==> config.mk <==
export PLATFORM = sky130hd
export DESIGN_NAME = fpu_issue_ctrl
export DESIGN_NICKNAME = d
export VERILOG_FILES = /design/src/rtl/fpu_issue_ctrl_pkg.sv /design/src/rtl/fpu_req_fifo.sv /design/src/rtl/fpu_issue_ctrl.sv
export SDC_FILE = /design/constraint.sdc
export NUM_CORES = 1
export LEC_CHECK = 0
export ABC_AREA = 1
export CORE_MARGIN = 8
export CORE_UTILIZATION = 48
export DETAILED_ROUTE_END_ITERATION = 8
export PLACE_DENSITY = 0.71
export SYNTH_ARGS = -nofsm -noshare
export SYNTH_HDL_FRONTEND = slang
export SYNTH_HIERARCHICAL = 1
export SYNTH_SLANG_ARGS = --single-unit
==> constraint.sdc <==
create_clock -name clk -period 7.1 [get_ports clk]
set_input_delay 0.71 -clock clk [delete_from_list [all_inputs] [get_ports clk]]
set_output_delay 0.71 -clock clk [all_outputs]
set_load 0.05 [all_outputs]
==> src/rtl/fpu_issue_ctrl_pkg.sv <==
// Shared types for the FPU issue stage: fpnew-style operation fields and the
// request payload that travels through the request FIFO.
package fpu_issue_ctrl_pkg;

  localparam int unsigned RND_W  = 3;
  localparam int unsigned OP_W   = 4;
  localparam int unsigned FMT_W  = 3;
  localparam int unsigned IFMT_W = 2;

  typedef enum logic [RND_W-1:0] {
    RNE = 3'd0, RTZ = 3'd1, RDN = 3'd2, RUP = 3'd3, RMM = 3'd4, ROD = 3'd5, DYN = 3'd7
  } roundmode_e;

  typedef enum logic [OP_W-1:0] {
    FMADD, FNMSUB, ADD, MUL, DIV, SQRT, SGNJ, MINMAX, CMP, CLASSIFY, F2F, F2I, I2F, CPKAB, CPKCD
  } operation_e;

  typedef enum logic [FMT_W-1:0] {
    FP32 = 3'd0, FP64 = 3'd1, FP16 = 3'd2, FP8 = 3'd3, FP16ALT = 3'd4
  } fp_format_e;

  typedef enum logic [IFMT_W-1:0] {INT8, INT16, INT32, INT64} int_format_e;

  // Operation fields of one request; operands are carried alongside.
  typedef struct packed {
    roundmode_e  rnd_mode;
    operation_e  op;
    logic        op_mod;
    fp_format_e  src_fmt;
    fp_format_e  dst_fmt;
    int_format_e int_fmt;
    logic        vectorial_op;
  } fpu_req_t;

  localparam int unsigned FPU_REQ_W = $bits(fpu_req_t);

endpackage

==> src/rtl/fpu_req_fifo.sv <==
// Synchronous FIFO with clear; pointers carry one extra wrap bit so full and
// empty are told apart without a separate count.
module fpu_req_fifo #(
  parameter int unsigned DataW = 8,
  parameter int unsigned Depth = 4
) (
  input  logic             clk,
  input  logic             rst,
  input  logic             clear,
  input  logic             push,
  input  logic             pop,
  input  logic [DataW-1:0] wdata,
  output logic [DataW-1:0] rdata,
  output logic             full,
  output logic             empty
);

  localparam int unsigned AddrW = $clog2(Depth);

  logic [AddrW:0]   wr_ptr_q, rd_ptr_q;
  logic [DataW-1:0] mem_q [Depth];

  assign empty = (wr_ptr_q == rd_ptr_q);
  assign full  = (wr_ptr_q[AddrW] != rd_ptr_q[AddrW]) &&
                 (wr_ptr_q[AddrW-1:0] == rd_ptr_q[AddrW-1:0]);
  assign rdata = mem_q[rd_ptr_q[AddrW-1:0]];

  always_ff @(posedge clk) begin
    if (!rst || clear) begin
      wr_ptr_q <= '0;
      rd_ptr_q <= '0;
    end else begin
      if (push && !full) wr_ptr_q <= wr_ptr_q + 1'b1;
      if (pop && !empty) rd_ptr_q <= rd_ptr_q + 1'b1;
    end
  end

  always_ff @(posedge clk) begin
    if (push && !full) mem_q[wr_ptr_q[AddrW-1:0]] <= wdata;
  end

endmodule

==> src/rtl/fpu_issue_ctrl.sv <==
// Issue stage in front of the FPU: buffers requests, tags them with a rolling
// tag, throttles on in-flight tags and retires them from the result handshake.
module fpu_issue_ctrl
  import fpu_issue_ctrl_pkg::*;
#(
  parameter int unsigned NUM_OPERANDS = 3,
  parameter int unsigned WIDTH        = 16,
  parameter int unsigned DEPTH        = 4,
  parameter int unsigned TAG_W        = 3,
  parameter int unsigned MAX_OUT      = 8,
  localparam int unsigned CNT_W       = $clog2(MAX_OUT + 1)
) (
  input  logic                          clk,
  input  logic                          rst,
  input  logic                          req_valid,
  output logic                          req_ready,
  input  logic [NUM_OPERANDS*WIDTH-1:0] req_operands,
  input  logic [RND_W-1:0]              req_rnd_mode,
  input  logic [OP_W-1:0]               req_op,
  input  logic                          req_op_mod,
  input  logic [FMT_W-1:0]              req_src_fmt,
  input  logic [FMT_W-1:0]              req_dst_fmt,
  input  logic [IFMT_W-1:0]             req_int_fmt,
  input  logic                          req_vectorial_op,
  output logic [NUM_OPERANDS*WIDTH-1:0] fpu_operands,
  output logic [RND_W-1:0]              fpu_rnd_mode,
  output logic [OP_W-1:0]               fpu_op,
  output logic                          fpu_op_mod,
  output logic [FMT_W-1:0]              fpu_src_fmt,
  output logic [FMT_W-1:0]              fpu_dst_fmt,
  output logic [IFMT_W-1:0]             fpu_int_fmt,
  output logic                          fpu_vectorial_op,
  output logic [TAG_W-1:0]              fpu_tag,
  output logic                          fpu_in_valid,
  input  logic                          fpu_in_ready,
  output logic                          fpu_flush,
  input  logic [TAG_W-1:0]              fpu_tag_o,
  input  logic                          fpu_out_valid,
  input  logic                          fpu_out_ready,
  input  logic                          flush,
  output logic                          busy,
  output logic [CNT_W-1:0]              outstanding,
  output logic                          tag_err
);

  localparam int unsigned OpsW     = NUM_OPERANDS * WIDTH;
  localparam int unsigned EntryW   = OpsW + FPU_REQ_W;
  localparam int unsigned NumTags  = 2 ** TAG_W;
  localparam logic [CNT_W-1:0] MaxOutCnt = CNT_W'(MAX_OUT);

  fpu_req_t          req_fields, head_fields;
  logic [OpsW-1:0]   head_operands;
  logic [EntryW-1:0] fifo_wdata, fifo_rdata;
  logic              fifo_full, fifo_empty;
  logic              push, issue, retire, retire_ignore, retire_hit, retire_miss, eligible;

  logic [TAG_W-1:0]   next_tag_q, next_tag_d;
  logic [NumTags-1:0] inflight_q, inflight_d;
  logic [CNT_W-1:0]   count_q, count_d;
  logic               fpu_flush_q, tag_err_q;

  always_comb begin
    req_fields.rnd_mode     = roundmode_e'(req_rnd_mode);
    req_fields.op           = operation_e'(req_op);
    req_fields.op_mod       = req_op_mod;
    req_fields.src_fmt      = fp_format_e'(req_src_fmt);
    req_fields.dst_fmt      = fp_format_e'(req_dst_fmt);
    req_fields.int_fmt      = int_format_e'(req_int_fmt);
    req_fields.vectorial_op = req_vectorial_op;
  end

  assign fifo_wdata                    = {req_operands, req_fields};
  assign {head_operands, head_fields}  = fifo_rdata;

  // req_ready ignores a same-cycle pop; a push during flush is dropped.
  assign req_ready = rst & ~fifo_full;
  assign push      = req_valid & req_ready & ~flush;

  assign eligible     = ~fifo_empty & (count_q < MaxOutCnt) & ~inflight_q[next_tag_q];
  assign fpu_in_valid = rst & ~flush & eligible;
  assign issue        = fpu_in_valid & fpu_in_ready;

  // Results still draining from a flushed FPU are dropped silently.
  assign retire        = fpu_out_valid & fpu_out_ready;
  assign retire_ignore = flush | fpu_flush_q;
  assign retire_hit    = retire & ~retire_ignore & inflight_q[fpu_tag_o];
  assign retire_miss   = retire & ~retire_ignore & ~inflight_q[fpu_tag_o];

  fpu_req_fifo #(
    .DataW(EntryW),
    .Depth(DEPTH)
  ) u_fifo (
    .clk  (clk),
    .rst  (rst),
    .clear(flush),
    .push (push),
    .pop  (issue),
    .wdata(fifo_wdata),
    .rdata(fifo_rdata),
    .full (fifo_full),
    .empty(fifo_empty)
  );

  always_comb begin
    next_tag_d = next_tag_q;
    inflight_d = inflight_q;
    count_d    = count_q;
    if (issue) begin
      inflight_d[next_tag_q] = 1'b1;
      next_tag_d             = next_tag_q + TAG_W'(1);
    end
    if (retire_hit) inflight_d[fpu_tag_o] = 1'b0;
    if (issue && !retire_hit) begin
      count_d = count_q + CNT_W'(1);
    end else if (!issue && retire_hit) begin
      count_d = count_q - CNT_W'(1);
    end
    if (flush) begin
      inflight_d = '0;
      count_d    = '0;
    end
  end

  always_ff @(posedge clk) begin
    if (!rst) begin
      next_tag_q  <= '0;
      inflight_q  <= '0;
      count_q     <= '0;
      fpu_flush_q <= 1'b0;
      tag_err_q   <= 1'b0;
    end else begin
      next_tag_q  <= next_tag_d;
      inflight_q  <= inflight_d;
      count_q     <= count_d;
      fpu_flush_q <= flush;
      tag_err_q   <= retire_miss;
    end
  end

  always_comb begin
    fpu_operands     = '0;
    fpu_rnd_mode     = '0;
    fpu_op           = '0;
    fpu_op_mod       = 1'b0;
    fpu_src_fmt      = '0;
    fpu_dst_fmt      = '0;
    fpu_int_fmt      = '0;
    fpu_vectorial_op = 1'b0;
    if (fpu_in_valid) begin
      fpu_operands     = head_operands;
      fpu_rnd_mode     = head_fields.rnd_mode;
      fpu_op           = head_fields.op;
      fpu_op_mod       = head_fields.op_mod;
      fpu_src_fmt      = head_fields.src_fmt;
      fpu_dst_fmt      = head_fields.dst_fmt;
      fpu_int_fmt      = head_fields.int_fmt;
      fpu_vectorial_op = head_fields.vectorial_op;
    end
  end

  assign fpu_tag     = next_tag_q;
  assign fpu_flush   = fpu_flush_q;
  assign tag_err     = tag_err_q;
  assign outstanding = count_q;
  assign busy        = ~fifo_empty | (count_q != '0);

endmodule

==> key figures <==
Detailed routing
  – DR vias/cell: 5.17
  – Drt first pass iters: 4
  – Total number of vias: between 7k and 8k
  – Routed len/inst: 17.1 um
  – Antenna-violating nets left: 0
  – Routed wire length: 26.4 mm
  – Violation count after the first detailed-route iteration: between 500 and 600
  – Residual DRC: 0

Synth
  – Post-Synth XOR/XNOR Area: 0.139%
  – Synth area leader: edfxtp_1
  – Yosys warns: 6
  – Syn_nets: 1131
  – Top FF cell, synth: edfxtp_1
  – Most frequent cell after synthesis: edfxtp_1
  – Avg Inst Size Synth: 12.1 um2
  – Combinational family with the most area after synthesis: simple AND/OR/NAND/NOR gates
  – Post-synthesis compound-gate area fraction: 10.1%
  – Yosys reg bits: 285
  – Synth top area cells: edfxtp_1 (62%), nor2_4 (6.4%), nor2_1 (5.0%)
  – Mapped Area: 0.0126 mm2
  – Sequential share of the synthesized area: about two thirds
  – Post-synth ARST share: 0%
  – Count of cell types in the netlist: 29
  – Gate Count Post-Synth: 1046
  – Area share of the largest cell type after synthesis: about three fifths
  – Mux cell area share after synthesis: 0%
  – Post-synthesis adder-cell area fraction: about 1.1%
  – Commonest cells in the netlist: edfxtp_1 (260), nor2_1 (168), inv_1 (117), o21ai_0 (97), nand2_1 (85)
  – Simple logic cell fraction of the synthesized area: 15.7%
  – Number of flops mapped to enable cells by yosys: 260

Clocking
  – H-tree depth: 1
  – Cts hold-fix bufs: 0
  – Max clock buf depth: 3
  – Post-CTS Setup Bufs: 0
  – Clk slew on worst S/H paths: 0.06 ns
  – Clk_lat worst skew: 0.53 ns
  – CTS root buf: clkbuf_16
  – CTS Sinks: about 290
  – CTS tree: built
  – Num CTS Buffers: 29
  – Post-CTS Resized: 0

Die
  – DIE AREA: 0.0317 mm2
  – Core region area: approximately 0.026 mm2
  – Std cell rows: 59
  – I/O Pins: 152
  – Die Wd: 178 um
  – Die Y: 178 um
  – Initial Util: 48.7%

Global route
  – All-Layer GR Usage: 16.3%
  – Initial antenna violation count: 0
  – First-pass GRT wire length: 41.2 mm
  – Largest net degree at the start of global routing: 81
  – Congestion Overflow GR: 0
  – Number of global-route vias before repair: 7841

STA
  – Worst-Margin Slew: 1.05 ns
  – Fin crit share: 63.5%
  – Max Slew Vio Count: 0
  – Period minus WS final: 4.51 ns
  – RSZ-0062 raised after global routing: no
  – Final Skew: just under 0.009 ns
  – Final hold viol count: 0
  – Setup TNS Final: 0 ns
  – Setup violators final: 0
  – Slew HR: 30.1%
  – Fmax achieved: 0.222 GHz

Critical path
  – Critical path type: flop to output port
  – Crit end category: output port
  – Critical Path AT: 3.80 ns
  – CP max FO: 66
  – Crit path max-delay family: buffers and inverters
  – CP max stage delay: 0.81 ns
  – Cell Chain, Critical Path: inv_6 > buf_4 > nor2_1 > o22ai_1 > inv_1 > nor2_4 > clkdlybuf4s50_1
  – Startpoint Class: flop
  – WP data required: about 6.4 ns
  – Slowest-stage cell, CP: clkdlybuf4s50_1
  – Critical path buffers and inverters: 4

Power and ir drop
  – IR drop worst, VDD: 200 uV
  – PwrDens: 230 mW/mm2
  – LEAKAGE: roughly 5.5 nW

Flow run
  – Max cap viols: 0

Placement
  – Port bufs: 151
  – DP Cell Count: 1490
  – HPWL after detailed placement: roughly 16 mm
  – Gpl congestion: ~0.86

Status
  – Outcome: complete, no violations

Cells and area
  – Layout Nets: ~1.3k
  – Post-Layout Cell Count: between 1.5k and 2k
  – Fin util: 58.7%
  – Ratio of cells with drive above 1 in the final layout: 14.3%
  – Layout area overhead: 20.5%

Min path
  – Type of the tightest min-delay check: flop to flop
## final timing paths
kind | start | to | slack, ns | cells past startpoint
min reg2reg | inflight_q[6] | inflight_q[6] | 0.52 | 4
max reg2reg | u_fifo/wr_ptr_q[0] | u_fifo/mem_q[2][32] | 3.76 | 11
min | inflight_q[6] | inflight_q[6] | 0.52 | 4
max | flop | fpu_operands[14] | 2.59 | 7
## per-layer routing
layer  global-route usage (%)  up-vias  wire length, um
li1                         -     3874                -
met1                     20.6     3858            11200
met2                     28.2      227            13000
met3                     3.64       27             1830
met4                     3.47        0              331
met5                        0        -                0
## tightest hold or removal path: stages, from the launching register on
cell and delay, ns:
dfxtp_1 0.31, nand2_1 0.06, nand2_1 0.04, inv_1 0.04, nor2_1 0.03
## cells by family after synthesis
group,count (synthesis)
and+or+nand+nor,363
DFF,285
AOI/OAI and AO/OA,209
buffers and inverters,177
adders and majority gates,10
xor gates and xnor gates,2
## cells in the final DEF, fill, tap and decap left out, types with 5 or more instances in the layout
cell type,n
inv_1,116
nor2_4,75
nand3_1,18
clkbuf_8,5
ha_1,9
clkinv_2,8
o22ai_2,20
buf_4,10
nor2_1,165
dfxtp_1,23
clkdlybuf4s50_1,151
clkbuf_16,29
o21ai_2,5
nand4_1,12
nand2_1,85
edfxtp_1,260
o22ai_1,45
o21ai_1,35
o21ai_0,97
a21oi_1,7
## metrics by stage
stage / hold WS [ns] / total power, mW / cell area (um2) / worst slack (ns)
after global routing: 0.542 / 3.62 / 15200 / 2.34
after global placement: 0.509 / 2.03 / 14200 / 2.68
final: 0.520 / 3.50 / 15200 / 2.59
after detailed placement: 0.510 / 2.03 / 14200 / 2.63
after CTS: 0.522 / 3.54 / 15200 / 2.52
after floorplan: 0.493 / 1.95 / 12600 / 2.07
## registers in the layout (all words and copies together) (netlist names), named ones only
register and count:
fpu_flush 1, fpu_tag 3, inflight_q 8, outstanding 4
tag_err 1, u_fifo/mem_q 260, u_fifo/rd_ptr_q 3, u_fifo/wr_ptr_q 3
## area by class of cell
cell class              count  area, um2
fillers                  2056      10700
flip-flops and latches    285       8310
multi-input cells         584       3430
repair buffers            161       1590
clock buffers              38        810
inverters                 125        485
well taps                 335        419
clock inverters            16        164
diodes                      1       2.50
## power breakdown
group          total [mW]  switching (mW)  internal, mW
registers            1.85         0.00430          1.85
logic               0.143          0.0825        0.0601
clock network        1.51           0.597         0.911
total                3.50           0.684          2.82
Note: power is estimated with default switching activity, not from simulation.
